**src/rtl/initializer_pkg.sv**
```systemverilog
// Shared types and constants for the AHB configuration initializer.
// INIT_TAG_CHECK_EN (see init_word_decode) enables tag checking on fetched words.
package initializer_pkg;

  typedef enum logic [3:0] {
    ST_IDLE,
    ST_ADDR1,
    ST_DATA1,
    ST_ADDR2,
    ST_DATA2,
    ST_ADDR3,
    ST_DATA3,
    ST_ADDR4,
    ST_DATA4,
    ST_ADDR5,
    ST_DATA5,
    ST_KICKSTART,
    ST_DONE
  } state_e;

  localparam logic [2:0] TAG_WIDTH  = 3'b001;
  localparam logic [2:0] TAG_HEIGHT = 3'b010;
  localparam logic [2:0] TAG_RDADDR = 3'b011;
  localparam logic [2:0] TAG_WRADDR = 3'b100;
  localparam logic [2:0] TAG_FILTER = 3'b101;

  localparam logic [1:0] HTRANS_IDLE   = 2'b00;
  localparam logic [1:0] HTRANS_NONSEQ = 2'b10;
  localparam logic [2:0] HBURST_SINGLE = 3'b000;
  localparam logic [1:0] HRESP_OKAY    = 2'b00;

  localparam int unsigned LAST_WORD = 4;

  // Word index (0..4) handled by an address/data state pair.
  function automatic logic [2:0] word_index(state_e s);
    case (s)
      ST_ADDR1, ST_DATA1: return 3'd0;
      ST_ADDR2, ST_DATA2: return 3'd1;
      ST_ADDR3, ST_DATA3: return 3'd2;
      ST_ADDR4, ST_DATA4: return 3'd3;
      ST_ADDR5, ST_DATA5: return 3'd4;
      default:            return 3'd0;
    endcase
  endfunction

  function automatic state_e addr_state(logic [2:0] idx);
    case (idx)
      3'd0:    return ST_ADDR1;
      3'd1:    return ST_ADDR2;
      3'd2:    return ST_ADDR3;
      3'd3:    return ST_ADDR4;
      default: return ST_ADDR5;
    endcase
  endfunction

  function automatic state_e data_state(logic [2:0] idx);
    case (idx)
      3'd0:    return ST_DATA1;
      3'd1:    return ST_DATA2;
      3'd2:    return ST_DATA3;
      3'd3:    return ST_DATA4;
      default: return ST_DATA5;
    endcase
  endfunction

  function automatic logic [2:0] expected_tag(logic [2:0] idx);
    case (idx)
      3'd0:    return TAG_WIDTH;
      3'd1:    return TAG_HEIGHT;
      3'd2:    return TAG_RDADDR;
      3'd3:    return TAG_WRADDR;
      default: return TAG_FILTER;
    endcase
  endfunction

  function automatic logic is_addr_state(state_e s);
    return (s == ST_ADDR1) || (s == ST_ADDR2) || (s == ST_ADDR3) ||
           (s == ST_ADDR4) || (s == ST_ADDR5);
  endfunction

  function automatic logic is_data_state(state_e s);
    return (s == ST_DATA1) || (s == ST_DATA2) || (s == ST_DATA3) ||
           (s == ST_DATA4) || (s == ST_DATA5);
  endfunction

endpackage

```
**src/rtl/init_word_decode.sv**
```systemverilog
// Splits a fetched configuration word into tag-check result and 29-bit value.
// INIT_TAG_CHECK_EN defined: tag must match the word slot being fetched.
// INIT_TAG_CHECK_EN undefined: tag bits are ignored, slot order decides the field.
module init_word_decode
  import initializer_pkg::*;
#(
  parameter int unsigned BUSWIDTH = 32
) (
  input  logic [BUSWIDTH-1:0] hrdata_i,
  input  logic [2:0]          idx_i,
  output logic                tag_ok_o,
  output logic [28:0]         value_o
);

  assign value_o = hrdata_i[28:0];

`ifdef INIT_TAG_CHECK_EN
  assign tag_ok_o = (hrdata_i[31:29] == expected_tag(idx_i));
`else
  logic unused_tag;
  assign unused_tag = ^{hrdata_i[BUSWIDTH-1:29], idx_i};
  assign tag_ok_o   = 1'b1;
`endif

endmodule

```
**src/rtl/ahb_initializer.sv**
```systemverilog
// One-shot AHB-Lite read master: fetches five configuration words from
// CFG_ADDR, decodes them into filter-engine settings, then raises final_enable.
// Build option INIT_TAG_CHECK_EN: reject and reread words whose tag does not
// match the slot being fetched.
// State table:
//   IDLE      | one cycle after reset release
//   ADDRn     | request bus, issue NONSEQ read when granted and ready
//   DATAn     | wait for hready, latch field n or retry on error/bad tag
//   KICKSTART | configuration complete, raise final_enable, drop request
//   DONE      | terminal, hold everything until reset
module ahb_initializer
  import initializer_pkg::*;
#(
  parameter int unsigned           BUSWIDTH = 32,
  parameter logic [BUSWIDTH-1:0]   CFG_ADDR = 32'h0000_0D09
) (
  input  logic                ahb_hclk,
  input  logic                n_rst,
  output logic [1:0]          ahb_htrans,
  output logic [2:0]          ahb_hburst,
  output logic                ahb_hwrite,
  output logic                ahb_hprot,
  output logic [BUSWIDTH-1:0] ahb_haddr,
  output logic [BUSWIDTH-1:0] ahb_hwdata,
  input  logic [BUSWIDTH-1:0] ahb_hrdata,
  input  logic                ahb_hgrant,
  output logic                ahb_hlock,
  output logic                ahb_hbusreq,
  input  logic                ahb_hready,
  input  logic [1:0]          ahb_hresp,
  output logic [BUSWIDTH-1:0] width,
  output logic [BUSWIDTH-1:0] height,
  output logic [BUSWIDTH-1:0] readStartAddress,
  output logic [BUSWIDTH-1:0] writeStartAddress,
  output logic                filterType,
  output logic                final_enable
);

  state_e              state_q, state_d;
  logic [1:0]          htrans_q, htrans_d;
  logic [BUSWIDTH-1:0] haddr_q, haddr_d;
  logic                hbusreq_q, hbusreq_d;
  logic [BUSWIDTH-1:0] width_q, width_d;
  logic [BUSWIDTH-1:0] height_q, height_d;
  logic [BUSWIDTH-1:0] rdaddr_q, rdaddr_d;
  logic [BUSWIDTH-1:0] wraddr_q, wraddr_d;
  logic                filter_q, filter_d;
  logic                final_en_q, final_en_d;

  logic [2:0]          idx;
  logic                tag_ok;
  logic [28:0]         value;
  logic [BUSWIDTH-1:0] value_ext;

  assign idx       = word_index(state_q);
  assign value_ext = {{(BUSWIDTH-29){1'b0}}, value};

  init_word_decode #(
    .BUSWIDTH (BUSWIDTH)
  ) u_decode (
    .hrdata_i (ahb_hrdata),
    .idx_i    (idx),
    .tag_ok_o (tag_ok),
    .value_o  (value)
  );

  // Next state, bus controls and field latching.
  always_comb begin
    state_d    = state_q;
    htrans_d   = HTRANS_IDLE;
    haddr_d    = '0;
    width_d    = width_q;
    height_d   = height_q;
    rdaddr_d   = rdaddr_q;
    wraddr_d   = wraddr_q;
    filter_d   = filter_q;
    final_en_d = final_en_q;

    if (state_q == ST_IDLE) begin
      state_d = ST_ADDR1;
    end else if (is_addr_state(state_q)) begin
      if (ahb_hgrant && ahb_hready) begin
        htrans_d = HTRANS_NONSEQ;
        haddr_d  = CFG_ADDR;
        state_d  = data_state(idx);
      end
    end else if (is_data_state(state_q)) begin
      if (ahb_hready) begin
        if (ahb_hresp != HRESP_OKAY || !tag_ok) begin
          state_d = addr_state(idx);
        end else begin
          case (idx)
            3'd0:    width_d  = value_ext;
            3'd1:    height_d = value_ext;
            3'd2:    rdaddr_d = value_ext;
            3'd3:    wraddr_d = value_ext;
            default: filter_d = value[0];
          endcase
          state_d = (idx == 3'(LAST_WORD)) ? ST_KICKSTART : addr_state(idx + 3'd1);
        end
      end
    end else if (state_q == ST_KICKSTART) begin
      final_en_d = 1'b1;
      state_d    = ST_DONE;
    end

    // Bus request tracks the state being entered so it is valid for the
    // whole ADDRn/DATAn window and drops together with KICKSTART.
    hbusreq_d = is_addr_state(state_d) || is_data_state(state_d);
  end

  // State and output registers with synchronous active-high reset.
  always_ff @(posedge ahb_hclk) begin
    if (n_rst) begin
      state_q    <= ST_IDLE;
      htrans_q   <= HTRANS_IDLE;
      haddr_q    <= '0;
      hbusreq_q  <= 1'b0;
      width_q    <= '0;
      height_q   <= '0;
      rdaddr_q   <= '0;
      wraddr_q   <= '0;
      filter_q   <= 1'b0;
      final_en_q <= 1'b0;
    end else begin
      state_q    <= state_d;
      htrans_q   <= htrans_d;
      haddr_q    <= haddr_d;
      hbusreq_q  <= hbusreq_d;
      width_q    <= width_d;
      height_q   <= height_d;
      rdaddr_q   <= rdaddr_d;
      wraddr_q   <= wraddr_d;
      filter_q   <= filter_d;
      final_en_q <= final_en_d;
    end
  end

  assign ahb_htrans        = htrans_q;
  assign ahb_haddr         = haddr_q;
  assign ahb_hbusreq       = hbusreq_q;
  assign ahb_hburst        = HBURST_SINGLE;
  assign ahb_hwrite        = 1'b0;
  assign ahb_hprot         = 1'b1;
  assign ahb_hlock         = 1'b0;
  assign ahb_hwdata        = '0;
  assign width             = width_q;
  assign height            = height_q;
  assign readStartAddress  = rdaddr_q;
  assign writeStartAddress = wraddr_q;
  assign filterType        = filter_q;
  assign final_enable      = final_en_q;

endmodule

```
**config.mk**
```make
export PLATFORM = sky130hd
export DESIGN_NAME = ahb_initializer
export DESIGN_NICKNAME = d
export VERILOG_FILES = /design/src/rtl/initializer_pkg.sv /design/src/rtl/init_word_decode.sv /design/src/rtl/ahb_initializer.sv
export SDC_FILE = /design/constraint.sdc
export NUM_CORES = 1
export LEC_CHECK = 0
export CAP_MARGIN = 5
export CORE_MARGIN = 4
export CORE_UTILIZATION = 45
export DETAILED_ROUTE_END_ITERATION = 7
export GPL_TIMING_DRIVEN = 0
export PLACE_DENSITY = 0.85
export SYNTH_ARGS = -nofsm -noshare
export SYNTH_HDL_FRONTEND = slang
export SYNTH_SLANG_ARGS = --single-unit
```
**constraint.sdc**
```tcl
create_clock -name ahb_hclk -period 6 [get_ports ahb_hclk]
set_clock_uncertainty 0.15 [all_clocks]
set_input_delay 1.2 -clock ahb_hclk [delete_from_list [all_inputs] [get_ports ahb_hclk]]
set_output_delay 1.2 -clock ahb_hclk [all_outputs]
set_load 0.005 [all_outputs]
```
Yosys cells after proc, flatten, opt, wreduce, memory -nomap -nowiden --
Memories as Yosys holds them, arrays and structs flattened. A register that Yosys moved wholly into a read port is not among the register bits. Cells that the tools add are included.
Storage, ports and cells: flip-flop bits (word level) 157, memory bits (read-only) 48, input bits 38, output and inout port bits 203, logic and storage cells 89, memories kept 1
Cells by class: $add $sub $neg 1, equality and inequality tests 28, multiplexer cells 14, bitwise gates (word level) 5, reductions and logical operators 30
Memory list:
- (name not given) | words 16, bits a word 3, read ports 1, clocked after memory_dff 1, wr ports 0, RTL line initializer_pkg.sv:36 | case (s)
Operators with widths (number):
- $pmux W4 S4 | 3
- $mux W4 | 9
- $eq A4 B3 Y1 const B | 8
- $reduce_and A6 Y1 | 5
- $eq A4 B4 Y1 const B | 7
- $logic_or A1 B1 Y1 | 17
- $eq A4 B2 Y1 const B | 4
- $eq A3 B2 Y1 const B | 4
- $mux W12 | 1
- $eq A4 B1 Y1 const B | 2
- $eq A3 B1 Y1 const B | 2
- $logic_not A3 Y1 | 2
- $not A1 Y1 | 5
- $logic_not A4 Y1 | 1
- $reduce_and A4 Y1 | 1
- $reduce_or A4 Y1 | 1
- $add A3 B1 Y3 const B | 1
- $eq A3 B3 Y1 const B | 1
- $reduce_or A3 Y1 | 1
- $mux W2 | 1
- $reduce_bool A2 Y1 | 1
- $logic_and A1 B1 Y1 | 1

Depth between registers and ports, before layout --
depth in word-level cells 15, mapped depth 12, mapped depth without buffers 11

Modules after synthesis --
Synthesis repeated with hierarchy kept, for this count alone.
Second synthesis, totals: cell total of the unflattened synthesis 732, area total of the unflattened synthesis 5665.4 sq um
Modules (own cells, without submodules):
- ahb_initializer | instances 1, cells each 701, area each 5436.5 sq um, seq. area each 2542.4 sq um
- init_word_decode | instances 1, cells each 31, area each 229.0 sq um, seq. area each 0.0 sq um

Least setup slack after synthesis --
No wires, ideal clock.
kind input to register, start point input port ahb_hresp[1], end point register idx[0] (netlist name), arrival time 2.962 ns, required time 5.771 ns, path slack 2.809 ns, stages 8, buffers on the path 0, cells stage by stage or4_1 -> o211ai_1 -> o211ai_1 -> nor2_1 -> inv_1 -> ha_1 -> or4_1 -> o211ai_1
On the way: longest elaborated chain between the ends 7
Ends and longest elaborated chain:
- from (decl) | RTL line ahb_initializer.sv:30 | input logic [1:0] ahb_hresp,
- $reduce_bool A2 Y1 | RTL line ahb_initializer.sv:89 | if (ahb_hresp != HRESP_OKAY || !tag_ok) begin
- $mux W4 | RTL line ahb_initializer.sv:89
- $mux W4 | RTL line ahb_initializer.sv:88 | if (ahb_hready) begin
- $mux W4 | RTL line ahb_initializer.sv:87 | end else if (is_data_state(state_q)) begin
- $mux W4 | RTL line ahb_initializer.sv:81 | end else if (is_addr_state(state_q)) begin
- $mux W4 | RTL line ahb_initializer.sv:79 | if (state_q == ST_IDLE) begin
- $mux W4 (no line)
Every way passes these cells. A chain may end at the register's enable or synchronous reset.

Worst setup path in the final report --
start point input port ahb_hready, end point register idx[0] (netlist name)
On the way: longest elaborated chain between the ends 5, elaborated cells on any way between the ends 7, those cells by class mux: 6; reduce/logical: 1
Ends and longest elaborated chain:
- from (decl) | RTL line ahb_initializer.sv:29 | input logic ahb_hready,
- $mux W4 or $logic_and A1 B1 Y1 (tied branches) | RTL line ahb_initializer.sv:88, ahb_initializer.sv:82
- $mux W4, on equally long branches | RTL line ahb_initializer.sv:87, ahb_initializer.sv:82
- $mux W4 (*) | RTL line ahb_initializer.sv:81
- $mux W4 (*) | RTL line ahb_initializer.sv:79
- $mux W4 (no line) (*)
Mark *: on every way between the ends. The rest lies on a longest branch, timed or not.

==> load_flow_metrics.sql <==
INSERT INTO impl_metrics (metric_group, metric, value, unit) VALUES
('pwr', 'report.power.total', '2140', 'µW'),
('status', 'status', 'completed', ''),
('sta', 'relSlewSlack', '40.0', '%'),
('setup_path', 'worstPathRequired', '6.18', 'ns'),
('logic_synthesis', 'top_count_cell_post_synth', 'sky130_fd_sc_hd__nand2_1', ''),
('die', 'floorplan.rows', '39', ''),
('finish', 'stdcell_count', '1104', ''),
('setup_path', 'critical_path.max_stage_delay', '0.59', 'ns'),
('logic_synthesis', 'netlist_area', '5450', 'µm²'),
('cts', 'cts_sinks', '127', ''),
('finish', 'finish.utilization', '70.1', '%'),
('detailed_routing', 'routed_via_density', '4.80', ''),
('cts', 'cts.clk_slew.worst_paths', '0.06', 'ns'),
('pwr', 'ir_drop', '0.185', 'mV'),
('pwr', 'clock_power_share', '52.0', '%'),
('die', 'io-pin-count', '241', ''),
('cts', 'cts-root-buf', 'sky130_fd_sc_hd__clkbuf_16', ''),
('setup_path', 'r2r_start', 'state_q[0]$_SDFF_PP0_', ''),
('cts', 'cts_buffers', '17', ''),
('setup_path', 'cp.arrival', '3.73', 'ns'),
('die', 'design.core.area', '11600', 'µm²'),
('logic_synthesis', 'synth-seq-cells', '127', ''),
('die', 'die_height', '118', 'µm'),
('finish', 'layout.nets', '989', ''),
('setup_path', 'critical_path.endpoint_type', 'register', ''),
('logic_synthesis', 'edff_count_synth', '0', ''),
('logic_synthesis', 'async_flop_share', '0', '%'),
('worst_hold_path', 'whs_path_depth', '2', ''),
('logic_synthesis', 'yosysUniqueCellTypes', '47', ''),
('sta', 'fin_crit_sh', '59.1', '%'),
('setup_path', 'path_delay_family', 'simple AND/OR/NAND/NOR gates', ''),
('setup_path', 'critical_path.slowest_cell', 'sky130_fd_sc_hd__clkdlybuf4s50_1', ''),
('logic_synthesis', 'synth_cells', '695', ''),
('finish', 'n_antenna_cell', '0', ''),
('logic_synthesis', 'syn-mean-instance-area', '7.84', 'µm²'),
('setup_path', 'r2r_slack', '3.24', 'ns'),
('cts', 'tritoncts', 'done', ''),
('detailed_routing', 'wire_per_inst', '14.9', 'µm'),
('sta', 'drv_slew', '0', ''),
('setup_path', 'cpMostUsedCell', 'sky130_fd_sc_hd__o211ai_1', ''),
('run', 'max_cap_violations', '0', ''),
('place', 'placedCellCount', '1072', ''),
('place', 'pre_cts_ws', '2.11', 'ns'),
('logic_synthesis', 'netlist.top_cell.by_area', 'sky130_fd_sc_hd__dfxtp_1', ''),
('detailed_routing', 'number_of_search_and_repair_iterations_in_the_first_detailed_routing_pass', '5', ''),
('logic_synthesis', 'ys_seq_area_share', '46.7', '%'),
('setup_path', 'worstReg2RegEnd', 'idx[0]$_DFF_P_', ''),
('detailed_routing', 'drcViolationCount', '0', ''),
('sta', 'setup_tns', '0', 'ns'),
('sta', 'unrepaired_setup_endpoints_after_global_routing', 'false', ''),
('cts', 'clock_tree.htree_level_count', '4', ''),
('detailed_routing', 'vias', '5302', ''),
('setup_path', 'critical_path_start_end_classification', 'in -> reg', ''),
('sta', 'maxClockFrequency', '282', 'MHz'),
('worst_hold_path', 'worst_hold_path.endpoint', 'height[9]$_SDFFE_PP0P_', ''),
('logic_synthesis', 'synth_top_area_share', '46.7', '%'),
('setup_path', 'reg2reg_depth', '9', ''),
('setup_path', 'timing.critical_path.fanout_max', '6', ''),
('pwr', 'power.share.switching', '22.0', '%'),
('sta', 'endpoints_failing_hold', '0', ''),
('global_routing', 'grt_pass1_wl', '25100', 'µm'),
('sta', 'final_period_minus_worst_setup_slack', '3.55', 'ns'),
('sta', 'fin_ws', '2.45', 'ns'),
('detailed_routing', 'initialDrtViolationCount', '394', ''),
('cts', 'worst_skew_pair.late_latency', '0.42', 'ns'),
('finish', 'fillerInstances', '905', ''),
('pwr', 'p_int', '1670', 'µW'),
('cts', 'cts_setup_buffers', '0', ''),
('detailed_routing', 'final_antenna_net_count', '0', ''),
('pwr', 'power.density', '263', 'nW/µm²'),
('sta', 'final-setup-viol-count', '0', '');
==> through the flow <==
step / instance area (µm²) / hold WS, ns
2_1_floorplan: 5730 / 0.303
3_3_place_gp: 7490 / 0.291
3_5_place_dp: 7490 / 0.296
4_1_cts: 8140 / 0.303
5_1_grt: 8140 / 0.316
6_report: 8140 / 0.301
==> flip-flops by register name, indices dropped and copies added (netlist names) <==
| signal | cells |
|---|---|
| ahb_haddr | 1 |
| ahb_hbusreq | 1 |
| writeStartAddress | 29 |
| idx | 3 |
| filterType | 1 |
| height | 29 |
| width | 29 |
| state_q | 4 |
| readStartAddress | 29 |
| final_enable | 1 |
==> final cells by class <==
| type | count | area (µm²) | area share [%] |
|---|---|---|---|
| sequential | 127 | 2540 | 31.2 |
| multi-input combinational | 512 | 2320 | 28.5 |
| inverter | 7 | 26.3 | 0.323 |
| timing repair buffer | 158 | 1580 | 19.4 |
| clock inverter | 9 | 154 | 1.89 |
| tap | 143 | 179 | 2.20 |
| buffer | 125 | 845 | 10.4 |
| clock buffer | 23 | 488 | 6.00 |
==> layout by cell type, fill, tap and decap left out, drive strengths merged, types with 2 or more instances in the layout <==
cell type / synthesis / routed
nand2: 238 / 238
clkdlybuf4s50: 0 / 158
dfxtp: 127 / 127
a21oi: 123 / 123
buf: 103 / 103
conb: 2 / 78
clkbuf: 22 / 45
nor2: 14 / 14
inv: 7 / 8
nor3: 6 / 6
o211ai: 5 / 5
o21ai: 4 / 4
bufinv: 0 / 4
ha: 3 / 3
nor4: 3 / 3
or3: 3 / 3
and2: 2 / 2
and2b: 2 / 2
o21bai: 2 / 2
or4: 2 / 2
a31oi: 2 / 2
nand2b: 2 / 2
nand3: 2 / 2
a21o: 2 / 2
clkinvlp: 0 / 2
clkinv: 0 / 2
==> worst register-to-register path, cell delays in order, from the launching register on <==
cell,delay (ns)
sky130_fd_sc_hd__dfxtp_1,0.44
sky130_fd_sc_hd__clkbuf_1,0.34
sky130_fd_sc_hd__nor3_1,0.14
sky130_fd_sc_hd__a211oi_1,0.25
sky130_fd_sc_hd__o211ai_1,0.18
sky130_fd_sc_hd__nor2_1,0.18
sky130_fd_sc_hd__inv_1,0.07
sky130_fd_sc_hd__ha_1,0.30
sky130_fd_sc_hd__or4_1,0.53
sky130_fd_sc_hd__o211ai_1,0.10
==> worst max-delay path by stage <==
stage	startpoint	end	slack (ns)	depth (start not counted)
final	ahb_hready	idx[0]$_DFF_P_	2.45	10
after global routing	ahb_hready	idx[0]$_DFF_P_	2.29	10
after CTS	ahb_hready	idx[0]$_DFF_P_	2.51	10
after detailed placement	ahb_hready	idx[0]$_DFF_P_	2.11	10
after global placement	ahb_hresp[1]	idx[0]$_DFF_P_	2.16	9
after floorplan	ahb_hresp[1]	idx[0]$_DFF_P_	2.81	8
==> power by group through the flow <==
| stage | registers (µW) | clock network [µW] | logic, µW |
|---|---|---|---|
| 6_report | 856 | 1110 | 173 |
| 5_1_grt | 856 | 1160 | 188 |
| 4_1_cts | 856 | 1120 | 169 |
| 3_5_place_dp | 874 | 0 | 167 |
| 3_3_place_gp | 874 | 0 | 166 |
| 2_1_floorplan | 873 | 0 | 106 |
==> routing by layer <==
layer	GRT usage, %	up-vias	share of wire, %
met4	8.06	0	2.0
met1	26.2	2415	40
met2	39.8	244	50
met5	0	-	0
li1	-	2613	-
met3	6.82	30	8.1
==> kinds of logic after synthesis <==
family | synth area share, %
other cells | 0.138
fa+ha+maj | 0.689
simple gates | 21.2
compound gates | 14.9
flops | 46.7
xor+xnor | 0.161
buf+inv | 16.0
mux | 0.184
Note: power is estimated with default switching activity, not from simulation.
